<file path="src/rtl/frame_receiver.sv">
// Video sink: measures line width and frame height, counts frames and checks that pixel
// data forms a continuous +1 sequence across the whole stream.
module frame_receiver (
  input  logic        CLK,
  input  logic        RST,
  input  logic        EN_I,
  input  logic        H_SYNC,
  input  logic        V_SYNC,
  input  logic        EN,
  input  logic [9:0]  DATA,
  input  logic [10:0] EXP_W,
  input  logic [10:0] EXP_H,
  output logic [10:0] MEAS_W,
  output logic [10:0] MEAS_H,
  output logic [31:0] FRAME_CNT,
  output logic        FRAME_DONE,
  output logic        ERR_DATA,
  output logic        ERR_GEOM,
  output logic [15:0] ERR_CNT,
  output logic        LOCKED
);

  typedef enum logic [1:0] {StSeek = 2'd0, StWaitV = 2'd1, StActive = 2'd2} state_e;

  state_e      state_q, state_d;
  logic [10:0] x_q, x_d, y_q, y_d, meas_w_q, meas_w_d, meas_h_q, meas_h_d;
  logic [9:0]  exp_data_q, exp_data_d;
  logic        seeded_q, seeded_d, hs_q, short_q, short_d;
  logic [31:0] frame_cnt_q, frame_cnt_d;
  logic        frame_done_q, frame_done_d, err_data_q, err_data_d;
  logic        err_geom_q, err_geom_d, locked_q, locked_d;
  logic [15:0] err_cnt_q, err_cnt_d;

  logic        in_frame, width_term, bad;
  logic [10:0] x_base, y_base, y_fin;
  logic        short_base, short_fin;

  function automatic logic [10:0] sat_inc(input logic [10:0] v);
    return (v == 11'h7FF) ? v : v + 11'd1;
  endfunction

  always_comb begin
    state_d      = state_q;
    x_d          = x_q;
    y_d          = y_q;
    short_d      = short_q;
    exp_data_d   = exp_data_q;
    seeded_d     = seeded_q;
    meas_w_d     = meas_w_q;
    meas_h_d     = meas_h_q;
    frame_cnt_d  = frame_cnt_q;
    frame_done_d = 1'b0;
    err_data_d   = err_data_q;
    err_geom_d   = err_geom_q;
    err_cnt_d    = err_cnt_q;
    locked_d     = locked_q;
    width_term   = 1'b0;
    bad          = 1'b0;
    y_fin        = y_q;
    short_fin    = short_q;

    // Geometry counters restart from zero when a frame opens out of WAIT_V.
    x_base     = (state_q == StWaitV) ? 11'd0 : x_q;
    y_base     = (state_q == StWaitV) ? 11'd0 : y_q;
    short_base = (state_q == StWaitV) ? 1'b0 : short_q;
    in_frame   = !V_SYNC && (state_q == StWaitV || state_q == StActive);

    unique case (state_q)
      StSeek: if (V_SYNC) state_d = StWaitV;
      StWaitV: begin
        x_d     = 11'd0;
        y_d     = 11'd0;
        short_d = 1'b0;
        if (!V_SYNC) state_d = StActive;
      end
      StActive: begin
        if (V_SYNC) begin
          // A partial line pending at frame end counts as a short line.
          if (x_q != 11'd0) begin
            meas_w_d = x_q;
            y_fin    = sat_inc(y_q);
            if (EXP_W != 11'd0) short_fin = 1'b1;
          end
          bad          = ((EXP_H != 11'd0) && (y_fin != EXP_H)) || short_fin;
          meas_h_d     = y_fin;
          locked_d     = !bad;
          if (bad) err_geom_d = 1'b1;
          frame_cnt_d  = frame_cnt_q + 32'd1;
          frame_done_d = 1'b1;
          x_d          = 11'd0;
          y_d          = 11'd0;
          short_d      = 1'b0;
          state_d      = StWaitV;
        end
      end
      default: state_d = StSeek;
    endcase

    if (in_frame) begin
      x_d     = x_base;
      y_d     = y_base;
      short_d = short_base;
      if (EN) begin
        if (seeded_q && (DATA != exp_data_q)) begin
          err_data_d = 1'b1;
          if (err_cnt_q != 16'hFFFF) err_cnt_d = err_cnt_q + 16'd1;
        end
        seeded_d   = 1'b1;
        exp_data_d = DATA + 10'd1;
        if ((EXP_W != 11'd0) && (({1'b0, x_base} + 12'd1) == {1'b0, EXP_W})) begin
          width_term = 1'b1;
          meas_w_d   = EXP_W;
          x_d        = 11'd0;
          y_d        = sat_inc(y_base);
        end else begin
          x_d = sat_inc(x_base);
        end
      end
      // Width termination wins over a coincident H_SYNC rise.
      if (!width_term && !hs_q && H_SYNC && (x_d != 11'd0)) begin
        meas_w_d = x_d;
        y_d      = sat_inc(y_d);
        x_d      = 11'd0;
        if (EXP_W != 11'd0) begin
          short_d    = 1'b1;
          err_geom_d = 1'b1;
        end
      end
    end
  end

  always_ff @(posedge CLK) begin
    if (RST) begin
      state_q      <= StSeek;
      x_q          <= 11'd0;
      y_q          <= 11'd0;
      short_q      <= 1'b0;
      exp_data_q   <= 10'd0;
      seeded_q     <= 1'b0;
      hs_q         <= 1'b1;
      meas_w_q     <= 11'd0;
      meas_h_q     <= 11'd0;
      frame_cnt_q  <= 32'd0;
      frame_done_q <= 1'b0;
      err_data_q   <= 1'b0;
      err_geom_q   <= 1'b0;
      err_cnt_q    <= 16'd0;
      locked_q     <= 1'b0;
    end else if (EN_I) begin
      state_q      <= state_d;
      x_q          <= x_d;
      y_q          <= y_d;
      short_q      <= short_d;
      exp_data_q   <= exp_data_d;
      seeded_q     <= seeded_d;
      hs_q         <= H_SYNC;
      meas_w_q     <= meas_w_d;
      meas_h_q     <= meas_h_d;
      frame_cnt_q  <= frame_cnt_d;
      frame_done_q <= frame_done_d;
      err_data_q   <= err_data_d;
      err_geom_q   <= err_geom_d;
      err_cnt_q    <= err_cnt_d;
      locked_q     <= locked_d;
    end
  end

  assign MEAS_W     = meas_w_q;
  assign MEAS_H     = meas_h_q;
  assign FRAME_CNT  = frame_cnt_q;
  assign FRAME_DONE = frame_done_q;
  assign ERR_DATA   = err_data_q;
  assign ERR_GEOM   = err_geom_q;
  assign ERR_CNT    = err_cnt_q;
  assign LOCKED     = locked_q;

endmodule
</file>
<file path="config.mk">
export PLATFORM = sky130hd
export DESIGN_NAME = frame_receiver
export DESIGN_NICKNAME = d
export VERILOG_FILES = /design/src/rtl/frame_receiver.sv
export SDC_FILE = /design/constraint.sdc
export NUM_CORES = 1
export LEC_CHECK = 0
export BUFFER_PORTS_ARGS = -buffer_cell sky130_fd_sc_hd__buf_4
export CAP_MARGIN = 20
export CELL_PAD_IN_SITES_DETAIL_PLACEMENT = 1
export CELL_PAD_IN_SITES_GLOBAL_PLACEMENT = 2
export CORE_MARGIN = 1.5
export CORE_UTILIZATION = 25
export DETAILED_ROUTE_END_ITERATION = 10
export PLACE_DENSITY_LB_ADDON = 0.08
export SYNTH_ARGS = -nofsm -noshare
export SYNTH_HDL_FRONTEND = slang
export SYNTH_SLANG_ARGS = --single-unit
export TNS_END_PERCENT = 10
</file>
<file path="constraint.sdc">
create_clock -name CLK -period 6.15 [get_ports CLK]
set_clock_uncertainty 0.15 [all_clocks]
set_input_delay 0.9225 -clock CLK [delete_from_list [all_inputs] [get_ports CLK]]
set_output_delay 0.9225 -clock CLK [all_outputs]
set_load 0.02 [all_outputs]
</file>
==> flow_summary.ini <==
[yosys]
synth_edf_count = 0
yosysTopAreaCellShare_pct = 31.72
synth_area_sq_um = 7005
synth_cell_types = 72
async_flop_share_pct = 0
postSynthAreaPerCell_sq_um = 7.673
yosysWarnings = 0
yosys-top-cells-count = 139 x nor2_1, 111 x dfxtp_1, 85 x nand2_1
synth_cells = 913
yosysTopAreaCell = dfxtp_1
synth_most_common_cell = nor2_1
syn-num-nets = 961
synth_seq_cells = 111
ys_seq_area_share_pct = 31.72
ys_top_cells_by_area = dfxtp_1 32%, nor2_1 7.4%, xor2_1 6.9%, nand2_1 4.6%, xnor2_1 4.5%
synth_ff_type = dfxtp_1

[finish]
drive_gt1_share_pct = 15.56
final_nets = 1039
finalInstanceArea_sq_um = 8471
insertedDiodeCount = 0
syn2layout_area_growth_pct = 20.91
finish.utilization_pct = 30.57
final_cell_count_no_fill = 1374

[floorplanning]
initial_core_util_pct = 25.29
chipWidth_um = 170.4
die_h_um = 170.4
dieArea_sq_um = 29030
io_pins = 112
rows = 61
core_area_sq_um = 27710

[place]
post_dp_cell_area_sq_um = 8170
place_hpwl_um = 18650
gp_congestion = 0.8128
placed_cells = 1358
port_buffers = 111

[critical_path]
end_kind = flop
worst-path-buf-inv = 1
crit_fanout = 28
required_ns = 6.28
crit_path_start_kind = flop
slowest_delay_ns = 0.74
crit_family = simple AND/OR/NAND/NOR gates
crit_type = flop to flop
cpMaxStageDelayCell = a311oi_1
crit_arrival_ns = 5.19
crit_chain = inv_1, ha_2, nor2b_1, mux2i_1, xnor2_1, a311oi_1, nand3_1, nor3_1, nand2_1, xnor2_1, ha_1, nand3b_1, mux2_2, and4bb_4, a21boi_2, nor2b_1, o31ai_2

[drt]
first_pass_iters = 4
wl_per_cell_um = 17.90
vias = 6811
top_layer = met4
wl_met2_um = 11330
wl_met1_um = 12050
post-route-drc-count = 0
via_per_inst = 4.957
drtIter0Drc = 289
wirelength_um = 24590
wl_met3_um = 932
ant_nets = 0

[power_and_ir_drop]
max-vdd-ir-drop_mv = 0.09329
p_leak_nw = 3.060
cellPowerDensity_nw_per_um2 = 172.7

[clocking]
ctsHoldBuffers = 0
cts-buffers-inserted = 9
cts_buffer_depth = 2
postCtsSetupBuffers = 0
postCtsResizedCells = 0
cts_sinks = 111
clkLatencyLatePin_ns = 0.36
cts_tree = built
htree_num_levels = 3
clock-root-buffer = clkbuf_16
clk_pin_slew_worst_paths_ns = 0.09

[global_routing]
grtUsageTotal_pct = 17.31
overflow = 0
antenna_found_initial = 0
grt_max_degree = 66
grt_pass1_wl_um = 39320
grt_pass1_vias = 6763

[sta]
worst_pin_slew_ns = 0.9084
drv_slew = 0
max_freq_ghz = 0.1979
rsz0062_at_grt = no
hold_violations = 0
min_period_ns = 5.053
setup_viol = 0
post-route-period-util_pct = 82.17
setup_tns_ns = 0
maxSlewHeadroom_pct = 39.44

[min_path]
hp-class = flop to flop

[flow_run]
drv_cap = 0

[outcome]
status = finished, final reports clean
cell type report:
type	count	area, sq um
Fill cell	3353	19230
Multi-Input combinational cell	726	4477
Sequential cell	111	2222
Timing Repair Buffer	123	923.4
Tap cell	378	473.0
Clock buffer	9	225.2
Clock inverter	7	75.07
Inverter	20	75.07
worst min-delay path: stages (launching register included):
cell	delay, ns
dfxtp_1	0.33
inv_1	0.05
a21oi_1	0.05
flip-flops by register name, indices dropped and copies added, names as in the netlist, 2 cells and up:
signal and cells:
FRAME_CNT 32, y_q 11, MEAS_W 11, ERR_CNT 16, state_q 2, x_q 11
MEAS_H 11, exp_data_q 10
cell usage in the layout, fill, tap and decap left out, types with 11 or more instances in the layout:
| cell type | netlist | final |
|---|---|---|
| nor2b_1 | 15 | 15 |
| o21ai_0 | 38 | 38 |
| and3_1 | 20 | 20 |
| nor3_1 | 23 | 22 |
| xor2_1 | 55 | 55 |
| nand2_1 | 85 | 85 |
| nor2_1 | 139 | 139 |
| nand4_1 | 33 | 33 |
| or3_1 | 16 | 16 |
| xnor2_1 | 36 | 36 |
| mux2i_1 | 11 | 11 |
| dfxtp_1 | 111 | 111 |
| inv_1 | 19 | 19 |
| a21oi_1 | 40 | 40 |
| a211oi_1 | 27 | 27 |
| buf_4 | 0 | 123 |
| nand3_1 | 33 | 33 |
power breakdown:
| part | leakage (nW) | internal (W) | switching, W |
|---|---|---|---|
| registers | 0.895 | 0.000722 | 0.00000414 |
| clock network | 0.148 | 0.000289 | 0.000320 |
| logic | 2.02 | 0.0000470 | 0.0000804 |
| total | 3.06 | 0.00106 | 0.000404 |
stage by stage:
stage / setup WS [ns] / power [W] / hold WS [ns]
finish: 1.097 / 0.001463 / 0.3185
global route: 0.5866 / 0.001541 / 0.3689
CTS: 1.146 / 0.001499 / 0.3305
detailed placement: 1.175 / 0.0008729 / 0.3157
global placement: 1.227 / 0.0008732 / 0.3036
floorplan: 1.280 / 0.0008128 / 0.2899
final timing paths:
path               from  endpoint  slack, ns  depth (start not counted)
min reg2reg    ERR_DATA  ERR_DATA       0.32                          2
min            ERR_DATA  ERR_DATA       0.32                          2
max reg2reg  state_q[1]    y_q[2]       1.10                         17
max          state_q[1]    y_q[2]       1.10                         17
logic make-up after synthesis:
group                      Yosys count  share of synthesized area [%]
and+or+nand+nor                    419                          29.63
AOI/OAI and AO/OA                  189                          18.15
DFF                                111                          31.72
xor gates and xnor gates            92                          11.70
buffers and inverters               76                          4.483
muxes                               16                          2.536
adders and majority gates           10                          1.786
layer usage:
metal  global-route usage (%)  vias to the layer above
met5                        0                        -
met4                    3.578                        0
met3                    2.372                       14
met2                    28.14                      106
met1                    24.27                     3269
li1                         -                     3422
No activity file was read; power rests on OpenSTA's default activity.
